File: src/rtl/tow_pkg.sv
// rtl/tow_pkg.sv - shared types and constants for the tug-of-war scorer
//
// Purpose : state encoding, rope geometry and the position-to-LED decode
//           used by tow_scorer.
// Contents: state_e     - round state (idle / play / win)
//           LED_W       - rope LED count
//           POS_W       - rope position width
//           CENTER_POS  - start-of-round position
//           POS_MAX     - left end position (right end is 0)
//           pos_onehot  - position to one-hot LED vector
package tow_pkg;

    typedef enum logic [1:0] {
        ST_IDLE = 2'd0,
        ST_PLAY = 2'd1,
        ST_WIN  = 2'd2
    } state_e;

    localparam int LED_W = 7;
    localparam int POS_W = 3;

    localparam logic [POS_W-1:0] CENTER_POS = 3'd3;
    localparam logic [POS_W-1:0] POS_MAX    = 3'd6;
    localparam logic [POS_W-1:0] POS_MIN    = 3'd0;

    // Bit 6 is the left end, bit 0 the right end, so the position value is
    // directly the bit index.
    function automatic logic [LED_W-1:0] pos_onehot(input logic [POS_W-1:0] pos);
        return LED_W'(1) << pos;
    endfunction

endpackage

File: src/rtl/rise_detect.sv
// rtl/rise_detect.sv - rising-edge detector for one player button
//
// Purpose : flags the first cycle a button level is seen high.
// Ports   : clk    - system clock
//           rst    - synchronous active-high reset
//           i_btn  - synchronised/debounced button level
//           o_rise - high for the cycle in which i_btn rises
module rise_detect (
    input  logic clk,
    input  logic rst,
    input  logic i_btn,
    output logic o_rise
);

    logic r_btn_q;

    // Resetting the history to 1 means a button already held when reset
    // releases is treated as "was high", so it cannot score a press.
    always_ff @(posedge clk) begin
        if (rst) begin
            r_btn_q <= 1'b1;
        end else begin
            r_btn_q <= i_btn;
        end
    end

    assign o_rise = i_btn & ~r_btn_q;

endmodule

File: src/rtl/tow_scorer.sv
// rtl/tow_scorer.sv - tug-of-war rope position scorer with winner blink
//
// Purpose : turns left/right button presses into a one-hot rope position,
//           detects the winner and blinks the winning end LED until the
//           next round is started.
// Ports   : clk        - system clock
//           rst        - synchronous active-high reset
//           start      - one-cycle pulse, begin/restart a round at centre
//           play_en    - level, presses counted only when high
//           btn_l      - left player button level
//           btn_r      - right player button level
//           score      - one-hot rope position, bit 6 = left end
//           round_over - high while a winner is being shown
//           winner_l   - left player won the round
//           winner_r   - right player won the round
module tow_scorer
    import tow_pkg::*;
#(
    parameter int LOCKOUT      = 16,
    parameter int BLINK_PERIOD = 8
) (
    input  logic             clk,
    input  logic             rst,
    input  logic             start,
    input  logic             play_en,
    input  logic             btn_l,
    input  logic             btn_r,
    output logic [LED_W-1:0] score,
    output logic             round_over,
    output logic             winner_l,
    output logic             winner_r
);

    localparam int LO_W = $clog2(LOCKOUT + 1);
    localparam int BL_W = $clog2(BLINK_PERIOD + 1);

    localparam logic [LO_W-1:0] LO_LOAD = LO_W'(LOCKOUT);
    localparam logic [BL_W-1:0] BL_LAST = BL_W'(BLINK_PERIOD - 1);

    state_e           r_state;
    logic [POS_W-1:0] r_pos;
    logic [LO_W-1:0]  r_lockout;
    logic [BL_W-1:0]  r_blink_cnt;
    logic             r_blink_on;
    logic             r_round_over;
    logic             r_winner_l;
    logic             r_winner_r;

    logic w_rise_l;
    logic w_rise_r;
    logic w_press_ok;

    rise_detect u_rise_l (
        .clk    (clk),
        .rst    (rst),
        .i_btn  (btn_l),
        .o_rise (w_rise_l)
    );

    rise_detect u_rise_r (
        .clk    (clk),
        .rst    (rst),
        .i_btn  (btn_r),
        .o_rise (w_rise_r)
    );

    // Exactly one rise is a press; a simultaneous pair is a tie and is
    // dropped without loading the lockout.
    assign w_press_ok = play_en && (r_lockout == '0) && (w_rise_l ^ w_rise_r);

    always_ff @(posedge clk) begin
        if (rst) begin
            r_state      <= ST_IDLE;
            r_pos        <= CENTER_POS;
            r_lockout    <= '0;
            r_blink_cnt  <= '0;
            r_blink_on   <= 1'b1;
            r_round_over <= 1'b0;
            r_winner_l   <= 1'b0;
            r_winner_r   <= 1'b0;
        end else begin
            case (r_state)
                ST_IDLE: begin
                    if (start) begin
                        r_state   <= ST_PLAY;
                        r_pos     <= CENTER_POS;
                        r_lockout <= '0;
                    end
                end

                ST_PLAY: begin
                    if (start) begin
                        // Restart wins over any press sampled this cycle.
                        r_pos     <= CENTER_POS;
                        r_lockout <= '0;
                    end else begin
                        // Lockout keeps running even while play_en is low.
                        if (r_lockout != '0) begin
                            r_lockout <= r_lockout - 1'b1;
                        end
                        if (w_press_ok) begin
                            r_lockout <= LO_LOAD;
                            if (w_rise_l) begin
                                if (r_pos == POS_MAX) begin
                                    r_state      <= ST_WIN;
                                    r_winner_l   <= 1'b1;
                                    r_round_over <= 1'b1;
                                    r_blink_cnt  <= '0;
                                    r_blink_on   <= 1'b1;
                                end else begin
                                    r_pos <= r_pos + 1'b1;
                                end
                            end else begin
                                if (r_pos == POS_MIN) begin
                                    r_state      <= ST_WIN;
                                    r_winner_r   <= 1'b1;
                                    r_round_over <= 1'b1;
                                    r_blink_cnt  <= '0;
                                    r_blink_on   <= 1'b1;
                                end else begin
                                    r_pos <= r_pos - 1'b1;
                                end
                            end
                        end
                    end
                end

                ST_WIN: begin
                    if (start) begin
                        r_state      <= ST_PLAY;
                        r_pos        <= CENTER_POS;
                        r_lockout    <= '0;
                        r_blink_cnt  <= '0;
                        r_blink_on   <= 1'b1;
                        r_round_over <= 1'b0;
                        r_winner_l   <= 1'b0;
                        r_winner_r   <= 1'b0;
                    end else begin
                        // Each phase lasts BLINK_PERIOD cycles.
                        if (r_blink_cnt == BL_LAST) begin
                            r_blink_cnt <= '0;
                            r_blink_on  <= ~r_blink_on;
                        end else begin
                            r_blink_cnt <= r_blink_cnt + 1'b1;
                        end
                    end
                end

                default: begin
                    r_state <= ST_IDLE;
                    r_pos   <= CENTER_POS;
                end
            endcase
        end
    end

    // Pure decode of registered state; button inputs never reach score.
    assign score      = ((r_state == ST_WIN) && !r_blink_on) ? '0 : pos_onehot(r_pos);
    assign round_over = r_round_over;
    assign winner_l   = r_winner_l;
    assign winner_r   = r_winner_r;

endmodule
File: config.mk
export PLATFORM = sky130hd
export DESIGN_NAME = tow_scorer
export DESIGN_NICKNAME = d
export VERILOG_FILES = /design/src/rtl/tow_pkg.sv /design/src/rtl/rise_detect.sv /design/src/rtl/tow_scorer.sv
export SDC_FILE = /design/constraint.sdc
export NUM_CORES = 1
export LEC_CHECK = 0
export BUFFER_PORTS_ARGS = -buffer_cell sky130_fd_sc_hd__buf_4
export CORE_ASPECT_RATIO = 1.1
export CORE_UTILIZATION = 50
export CTS_CLUSTER_DIAMETER = 50
export DETAILED_ROUTE_END_ITERATION = 12
export HOLD_SLACK_MARGIN = 0.05
export PLACE_DENSITY = 0.71
export SLEW_MARGIN = 20
export SYNTH_ARGS = -nofsm -noshare
export SYNTH_HDL_FRONTEND = slang
export SYNTH_HIERARCHICAL = 1
export SYNTH_SLANG_ARGS = --single-unit
File: constraint.sdc
create_clock -name clk -period 2.2 [get_ports clk]
set_input_delay 0 -clock clk [delete_from_list [all_inputs] [get_ports clk]]
set_output_delay 0 -clock clk [all_outputs]
set_load 0.005 [all_outputs]
==> summary.txt, run 1 <==
pin count of the biggest net entering global routing = 20
CTS Buf Count = 3
crit start category = flop
gr ovfl total = 0
final WL = 2.74 mm
PostCTS Resize Cnt = 0
hpwl dp = 1.90 mm
Cells after DPL = 186
Final Hold Vio Count = 0
worst-case clock buffer depth = 2
worst vdd ir = 273 uV
initial antenna violation count = 0
routed vias/inst = 5.95
Synth warnings = 6
mapped cell area = 1200 sq um
Non-Filler Instances = 195
Worst Setup SP = r_lockout[0]
Core Rows = 18
post-synth top area share = 0.333
Critical R2R Launch = r_lockout[0]
FILL cells = 210
Mapped Avg Cell Area = 8.07 sq um
pwr/cell area = 452 nW/um^2
status = completed
sequential share of the synthesized area = 0.333
CP arrival = 2230 ps
leakage = 0.474 nW
Final Skew = 1.00 ps
Final setup viols = 0
top-count cell post-synth = dfxtp_1
R2R Path End = r_pos[2]
Post-synth EDFFs = 0
Final Cell Area = 1410 sq um
Mapped Nets = 158
Fin Setup TNS = 0 ps
relative slew slack = 0.730
WL/cell = 14.1 um
crit path time final = 1980 ps
ANT nets after route = 0
Worst Tran Pin Value = 404 ps
max incr delay on CP = 540 ps
vias = 1161
final period utilization = 0.900
Fmax achieved = 505 MHz
Pre-antenna DRT Iters = 4
DIE HEIGHT = 53.4 um
Critical path buffers and inverters = 1
die width = 48.8 um
I/O Pins = 16
Skew-Pair Late Insertion Delay = 320 ps
r2r setup slk = 220 ps
Unique masters post-synth = 46
Post-Synthesis Cells = 149
CP Data Required Time = 2450 ps
Reg2Reg Depth = 6
Layout Nets = 176
cell family with most CP delay = simple AND/OR/NAND/NOR gates
TritonCTS clock tree = yes
core area = 2250 sq um
most frequent cells after synthesis = 20 x dfxtp_1, 15 x a21oi_1, 11 x nor2_1, 8 x nand2_1, 8 x nor3_1
clock root cell = clkbuf_4
IO buf count = 15
asr flop ratio synth = 0
Synth area leader = dfxtp_1
vias in the first global route = 1049
top post-synthesis cells by area = dfxtp_1 33%, a21oi_1 6.2%, nand2b_1 3.6%
worst-path cell chain = inv_1, ha_1, nor4b_4, nand3_2, or4_1, a31oi_1
crit path max fanout = 7
clock transition at the registers of the reported paths = 110 ps
Crit. End Element = flop
placed cell areas = 1330 sq um
WHS Path Cells = 4
Worst Hold Endpoint = r_pos[1]
Detailed Route Iter0 Violations = 27
Initial Util = 0.534
# Max-Cap Violations = 0
Hold Startpoint = play_en
flops & latches, synth = 20
FF/Latch Area = 400 sq um
TritonCTS Sinks = 20
WS Path Type = flop to flop
DRC = 0
layout cells sized above 1 = 0.176
# diodes = 0
routability congestion estimate = 0.883
RSZ-0062 raised after global routing = false
H-Tree Level Count = 1
first-pass GRT wire length = 4.60 mm
area added between synthesis and finish = 17.1%
Hold WC Path Type = primary input to flop
multi-input logic area = 733 sq um
Post-synth top flop = dfxtp_1
Slowest cell on crit path = or4_1
total track usage = 0.233
Die Footprint = 2600 sq um
Max Slew Vio Count = 0
[worst register-to-register path, stage by stage (launching register included)]
cell,delay (ps)
dfxtp_1,350
inv_1,60
ha_1,230
nor4b_4,390
nand3_2,150
or4_1,540
a31oi_1,180
[layer usage]
layer / track usage / vias to the layer above / share of wire
li1: - / 581 / -
met1: 0.281 / 548 / 0.46
met2: 0.417 / 27 / 0.48
met3: 0.0287 / 5 / 0.046
met4: 0.103 / 0 / 0.013
met5: 0 / - / 0
[worst max-delay path by stage]
stage	end	slack, ps	depth (start not counted)
after floorplan	r_pos[2]	270	6
after global placement	r_pos[2]	360	6
after detailed placement	r_pos[2]	250	6
after CTS	r_pos[2]	240	6
after global routing	r_pos[2]	80	6
final	r_pos[2]	220	6
[cell families after synthesis]
kind of cell,count (synthesis),synth area share
and+or+nand+nor,64,0.316
AOI/OAI and AO/OA,42,0.227
DFF,20,0.333
buffers and inverters,17,0.0572
adders and majority gates,3,0.0375
xor gates and xnor gates,2,0.0208
muxes,1,0.00832
[cell type report]
type	instances	area share
repair buffers	23	0.133
clock buffers	3	0.0160
multi-input cells	112	0.521
inverters	7	0.0187
well taps	30	0.0267
flip-flops and latches	20	0.284
[stage by stage]
stage,power [W],hold slack [ps],utilization,worst slack [ps]
2_1_floorplan,0.000428,97.1,-,269
3_3_place_gp,0.000446,193,0.588,360
3_5_place_dp,0.000448,196,0.588,250
4_1_cts,0.000631,78.9,0.625,238
5_1_grt,0.000651,88.0,0.625,83.0
6_report,0.000637,69.5,0.625,220
[layout by cell type (no fill, tap or decap), types with 2 or more instances in the layout]
cell type,synthesis,final
o211ai_1,2,2
clkbuf_4,0,3
buf_4,0,17
o31a_1,2,2
a21oi_1,15,15
o21ai_0,5,5
or3b_2,3,3
a211oi_1,3,3
a31oi_1,5,5
nand3b_1,3,3
ha_1,2,2
dfxtp_1,20,20
nand3_1,6,6
nand4_1,2,2
nor2b_1,3,3
or2_1,2,2
nor2_1,11,11
o21bai_1,2,2
nand2_1,8,8
nand2b_1,7,7
inv_1,7,7
nor3_1,8,8
dlygate4sd3_1,0,6
[state kept, by name, summed over array words and instances, names as in the netlist, 2 cells and up]
| name | cells |
|---|---|
| r_pos | 3 |
| r_lockout | 5 |
| r_state | 2 |
| r_blink_cnt | 4 |
[timing repair]
action | CTS | global route
setup buffers | 0 | 0
hold endpoints to repair | 14 | 0
hold buffers | 6 | 0
[power by group]
group	switching, W	total [W]	internal, W
combinational	0.0000409	0.0000765	0.0000355
clock	0.000123	0.000187	0.0000643
sequential	0.00000598	0.000373	0.000367
total	0.000170	0.000637	0.000467
No activity file was read; power rests on OpenSTA's default activity.
==> run 2: changes to the inputs <==
CELL_PAD_IN_SITES_DETAIL_PLACEMENT = 2   (was unset)
CELL_PAD_IN_SITES_GLOBAL_PLACEMENT = 2   (was unset)
CORE_UTILIZATION = 33   (was 50)
PLACE_DENSITY = unset   (was 0.71)
PLACE_DENSITY_LB_ADDON = 0.1   (was unset)
SLEW_MARGIN = unset   (was 20)
==> run 2 against run 1 <==
Register-to-register slack got worse by 50 ps. Hold slack better by 1.7 ps. First-iteration DRC count grew 41%. Clock-buffer cell count did not move. Non-clock buffer count is 1 lower. Critical path depth is the same. Global-route usage rose by 0.49 points. Cell count up 9.2%. Sequential share of layout area fell by 0.83 points. Sequential cell count is the same. Worst setup slack lost 46 ps. Critical path type unchanged. Largest power group unchanged.
==> summary.txt, run 2 (synthesis results as in run 1) <==
DRC = 0 (unchanged)
routability congestion estimate = 0.809 (was 0.883)
Critical path buffers and inverters = 1 (unchanged)
H-Tree Level Count = 1 (unchanged)
crit start category = flop (unchanged)
Die Footprint = 3890 sq um (was 2600 sq um)
total track usage = 0.238 (was 0.233)
max incr delay on CP = 540 ps (about the same)
Levels on crit path = 6 (unchanged)
# Max-Cap Violations = 0 (unchanged)
die width = 59.6 um (was 48.8 um)
relative slew slack = 0.690 (was 0.730)
CTS Buf Count = 3 (unchanged)
Skew-Pair Late Insertion Delay = 320 ps (about the same)
hpwl dp = 2.66 mm (was 1.90 mm)
area added between synthesis and finish = 20.6% (was 17.1%)
Final Power = 0.000777 W (was 0.000637 W)
DIE HEIGHT = 65.3 um (was 53.4 um)
TritonCTS Sinks = 20 (unchanged)
routed vias/inst = 5.72 (was 5.95)
I/O Pins = 16 (unchanged)
Reg2Reg Depth = 6 (unchanged)
R2R Path End = r_pos[2] (unchanged)
Detailed Route Iter0 Violations = 38 (was 27)
Pre-antenna DRT Iters = 4 (unchanged)
leakage = 0.484 nW (was 0.474 nW)
vias = 1219 (was 1161)
commonest non-fill, non-tap cell in the layout = dfxtp_1 (unchanged)
CP Data Required Time = 2460 ps (was 2450 ps)
crit path time final = 2030 ps (was 1980 ps)
TritonCTS clock tree = yes (unchanged)
FILL cells = 412 (was 210)
largest register by flop count = r_lockout (unchanged)
Core Rows = 22 (was 18)
clock root cell = clkbuf_4 (unchanged)
core area = 3410 sq um (was 2250 sq um)
Fin Setup TNS = 0 ps (unchanged)
clock transition at the registers of the reported paths = 140 ps (was 110 ps)
Worst Hold Endpoint = round_over (was r_pos[1])
WL/cell = 18.3 um (was 14.1 um)
Slowest cell on crit path = or4_1 (unchanged)
Initial Util = 0.352 (was 0.534)
WHS Path Cells = 4 (unchanged)
Layout Nets = 175 (was 176)
Post-CTS Setup Bufs = 0 (unchanged)
# diodes = 0 (unchanged)
Largest regs = r_lockout x5, r_blink_cnt x4, r_pos x3 (unchanged)
r2r setup slk = 170 ps (was 220 ps)
Hold WC Path Type = primary input to flop (unchanged)
final WL = 3.89 mm (was 2.74 mm)
cell family with most CP delay = simple AND/OR/NAND/NOR gates (unchanged)
final period utilization = 0.921 (was 0.900)
RSZ-0062 raised after global routing = false (unchanged)
ANT nets after route = 0 (unchanged)
layout cells sized above 1 = 0.182 (was 0.176)
Critical R2R Launch = r_lockout[0] (unchanged)
pwr/cell area = 536 nW/um^2 (was 452 nW/um^2)
most frequent cells in the layout = 20 x dfxtp_1, 17 x buf_4, 15 x a21oi_1 (unchanged)
crit path max fanout = 7 (unchanged)
worst-path cell chain = inv_1, ha_1, nor4b_4, nand3_2, or4_1, a31oi_1 (unchanged)
Max Slew Vio Count = 0 (unchanged)
WS Path Type = flop to flop (unchanged)
worst vdd ir = 194 uV (was 273 uV)
Worst Tran Pin Value = 462 ps (was 404 ps)
Crit. End Element = flop (unchanged)
status = completed (unchanged)
Hold Startpoint = start (was play_en)
CP arrival = 2290 ps (was 2230 ps)
PostCTS Resize Cnt = 0 (unchanged)
worst-case clock buffer depth = 2 (unchanged)
Largest register FFs = 5 (unchanged)
first-pass GRT wire length = 6.83 mm (was 4.60 mm)
Final setup viols = 0 (unchanged)
gr ovfl total = 0 (unchanged)
Final Skew = 6.68 ps (was 1.00 ps)
vias in the first global route = 1330 (was 1049)
initial antenna violation count = 0 (unchanged)
IO buf count = 15 (unchanged)
Final Hold Vio Count = 0 (unchanged)
pin count of the biggest net entering global routing = 20 (unchanged)
Fmax achieved = 494 MHz (was 505 MHz)
## run 2: cell count changes in the layout (fill, tap and decap cells not counted)
cell	previous run	this run
dlygate4sd3_1	6	5
bufinv_16	0	1
## run 2: worst reg2reg max path: cells and delay by family, from the launching register on
kind	cells	cell delay, ps
simple gates	3	1130
compound gates	1	190
fa+ha+maj	1	230
flops	1	360
buf+inv	1	60
## run 2: what timing repair did
item / CTS / global route
setup endpoints to repair: 0 / 0
hold buffers: 5 / 0
endpoints found under the hold margin: 14 / 0
## run 2: where the power goes
part           internal [W]  total (W)  switching [W]
Sequential         0.000367   0.000373     0.00000602
Clock              0.000184   0.000323       0.000139
Combinational     0.0000346  0.0000810      0.0000463
## run 2: worst max-delay path by stage
stage                startpoint  endpoint  slack, ps
2_1_floorplan  u_rise_l/r_btn_q  r_pos[2]        270
3_3_place_gp       r_lockout[0]  r_pos[2]        330
3_5_place_dp       r_lockout[0]  r_pos[2]        220
4_1_cts            r_lockout[0]  r_pos[2]        180
5_1_grt            r_lockout[0]  r_pos[2]         30
6_report           r_lockout[0]  r_pos[2]        170
## run 2: metal layers
layer	global-route usage	wire (um)	up-vias
li1	-	-	574
met1	0.290	1700	624
met2	0.423	2050	16
met3	0.0276	77	5
met4	0.0843	59	0
met5	0	0	-
## run 2: layout make-up
cell class              instances  area (sq um)  share of cell area
clock buffers                   3          22.5              0.0155
clock inverters                 1          30.0              0.0207
inverters                       7          26.3              0.0181
multi-input cells             112           733               0.506
flip-flops and latches         20           400               0.276
well taps                      48          60.1              0.0414
repair buffers                 22           178               0.123
## run 2: through the flow
stage	utilization	area [sq um]	instances	hold slack, ps	worst slack (ps)
5_1_grt	0.425	1450	213	87.8	30.2
4_1_cts	0.425	1450	213	73.3	184
6_report	0.425	1450	213	71.1	174
3_3_place_gp	0.395	1350	204	190	330
2_1_floorplan	-	1200	149	97.1	269
3_5_place_dp	0.395	1350	204	194	221
==> run 3: changes to the inputs <==
CORE_MARGIN = 4   (was unset)
==> run 3 against run 2 <==
Sequential power is essentially flat. Clock-buffer cell count is the same. Cell area grew 1.0%. Global-route usage shrank 5.8 points. Core utilization grew 0.44 points. Cell count grew 0.94%. Die area grew 20%. Non-clock buffer count grew 2. Critical path type unchanged. Largest power group unchanged.
==> summary.txt, run 3 (synthesis results as in run 1) <==
status = completed (unchanged)
first-pass GRT wire length = 6.65 mm (was 6.83 mm)
Fin Setup TNS = 0 ps (unchanged)
Critical path buffers and inverters = 2 (was 1)
Setup WS pre-CTS = 201 ps (was 221 ps)
total track usage = 0.180 (was 0.238)
CTS Buf Count = 3 (unchanged)
TritonCTS clock tree = yes (unchanged)
WL/cell = 19.0 um (was 18.3 um)
most frequent cells in the layout = 20 x dfxtp_1, 19 x buf_4, 15 x a21oi_1 (was 20 x dfxtp_1, 17 x buf_4, 15 x a21oi_1)
initial antenna violation count = 0 (unchanged)
final WL = 4.09 mm (was 3.89 mm)
commonest non-fill, non-tap cell in the layout = dfxtp_1 (unchanged)
DRC = 0 (unchanged)
DIE HEIGHT = 71.3 um (was 65.3 um)
relative slew slack = 0.683 (was 0.690)
Largest regs = r_lockout x5, r_blink_cnt x4, r_pos x3 (unchanged)
hpwl dp = 2.69 mm (was 2.66 mm)
core area = 3410 sq um (unchanged)
vias in the first global route = 1348 (was 1330)
Pre-antenna DRT Iters = 4 (unchanged)
Final Hold Vio Count = 0 (unchanged)
H-Tree Level Count = 1 (unchanged)
Max Slew Vio Count = 0 (unchanged)
Largest register FFs = 5 (unchanged)
TritonCTS Sinks = 20 (unchanged)
clock transition at the registers of the reported paths = 140 ps (about the same)
CP Data Required Time = 2460 ps (about the same)
part of the power in combinational logic = 0.108 (was 0.104)
worst setup margin = 123 ps (was 174 ps)
CP arrival = 2340 ps (was 2290 ps)
final period utilization = 0.944 (was 0.921)
I/O Pins = 16 (unchanged)
IO buf count = 15 (unchanged)
Slowest cell on crit path = or4b_1 (was or4_1)
clock root cell = clkbuf_4 (unchanged)
clock power share = 0.417 (was 0.416)
vias = 1221 (was 1219)
PostCTS Resize Cnt = 0 (unchanged)
worst-case clock buffer depth = 2 (unchanged)
WS Path Type = flop to flop (unchanged)
FF/Latch Area = 400 sq um (unchanged)
sw power = 0.000199 W (was 0.000191 W)
Final setup viols = 0 (unchanged)
worst vdd ir = 328 uV (was 194 uV)
routed vias/inst = 5.68 (was 5.72)
cell family with most CP delay = simple AND/OR/NAND/NOR gates (unchanged)
Seq pwr share = 0.475 (was 0.480)
Die Footprint = 4670 sq um (was 3890 sq um)
FILL cells = 397 (was 412)
die width = 65.6 um (was 59.6 um)
area added between synthesis and finish = 21.9% (was 20.6%)
Layout Nets = 177 (was 175)
Cell Int Power = 0.000589 W (was 0.000586 W)
pwr/cell area = 538 nW/um^2 (was 536 nW/um^2)
# diodes = 0 (unchanged)
gr ovfl total = 0 (unchanged)
ANT nets after route = 0 (unchanged)
pin count of the biggest net entering global routing = 20 (unchanged)
multi-input logic area = 733 sq um (unchanged)
crit start category = flop (unchanged)
Hold WC Path Type = primary input to flop (unchanged)
routability congestion estimate = 0.745 (was 0.809)
Final Skew = 4.29 ps (was 6.68 ps)
Crit. End Element = flop (unchanged)
crit path max fanout = 7 (unchanged)
leakage = 0.493 nW (was 0.484 nW)
# Max-Cap Violations = 0 (unchanged)
crit path time final = 2080 ps (was 2030 ps)
Worst Tran Pin Value = 474 ps (was 462 ps)
Skew-Pair Late Insertion Delay = 330 ps (was 320 ps)
Detailed Route Iter0 Violations = 58 (was 38)
worst-path cell chain = inv_1, ha_1, nor4b_4, buf_4, and3_2, or4b_1, mux2i_1 (was inv_1, ha_1, nor4b_4, nand3_2, or4_1, a31oi_1)
layout cells sized above 1 = 0.192 (was 0.182)
max incr delay on CP = 510 ps (was 540 ps)
Core Rows = 22 (unchanged)
largest register by flop count = r_lockout (unchanged)
Initial Util = 0.352 (unchanged)
RSZ-0062 raised after global routing = false (unchanged)
switch share = 0.253 (was 0.246)
Fmax achieved = 481 MHz (was 494 MHz)
-- run 3: metrics by stage --
stage	std cells	util	area [sq um]	total power [W]	hold slack [ps]
5_1_grt	215	0.429	1470	0.000816	82.6
6_report	215	0.429	1470	0.000788	52.4
3_3_place_gp	204	0.395	1350	0.000450	190
4_1_cts	213	0.425	1450	0.000781	53.5
2_1_floorplan	149	-	1200	0.000428	97.1
3_5_place_dp	204	0.395	1350	0.000452	198
-- run 3: what timing repair did --
action | 4_1_cts | 5_1_grt
setup buffers | 0 | 2
setup endpoints to repair | 0 | 1
hold buffers | 5 | 0
endpoints found under the hold margin | 13 | 0
-- run 3: final timing paths --
check | startpoint | end | cells after the start | slack [ps]
max reg2reg | r_lockout[0] | r_lockout[1] | 7 | 120
max | r_lockout[0] | r_lockout[1] | 7 | 120
min reg2reg | round_over | round_over | 2 | 480
min | start | round_over | 4 | 50
-- run 3: final cells by class --
class | count | area share
clock inverters | 1 | 0.0205
flip-flops and latches | 20 | 0.273
well taps | 48 | 0.0410
clock buffers | 3 | 0.0154
inverters | 7 | 0.0179
multi-input cells | 112 | 0.500
repair buffers | 24 | 0.132
-- run 3: tightest hold or removal path: cells and delay by family --
| family | cells | cell delay [ps] |
|---|---|---|
| simple gates | 2 | 160 |
| buf+inv | 1 | 130 |
| compound gates | 1 | 50 |
-- run 3: power groups by stage --
stage,Combinational [W],Clock [W],Sequential (W)
after floorplan,0.0000507,0,0.000377
after detailed placement,0.0000707,0,0.000382
after CTS,0.0000785,0.000329,0.000374
after global placement,0.0000690,0,0.000381
after global routing,0.0000921,0.000349,0.000375
final,0.0000851,0.000329,0.000374
-- run 3: routing by layer --
layer	global-route usage	wire [um]	vias to the layer above
met3	0.0219	99	4
met4	0.0323	31	0
met2	0.335	2220	18
met1	0.221	1740	622
met5	0	0	-
li1	-	-	577
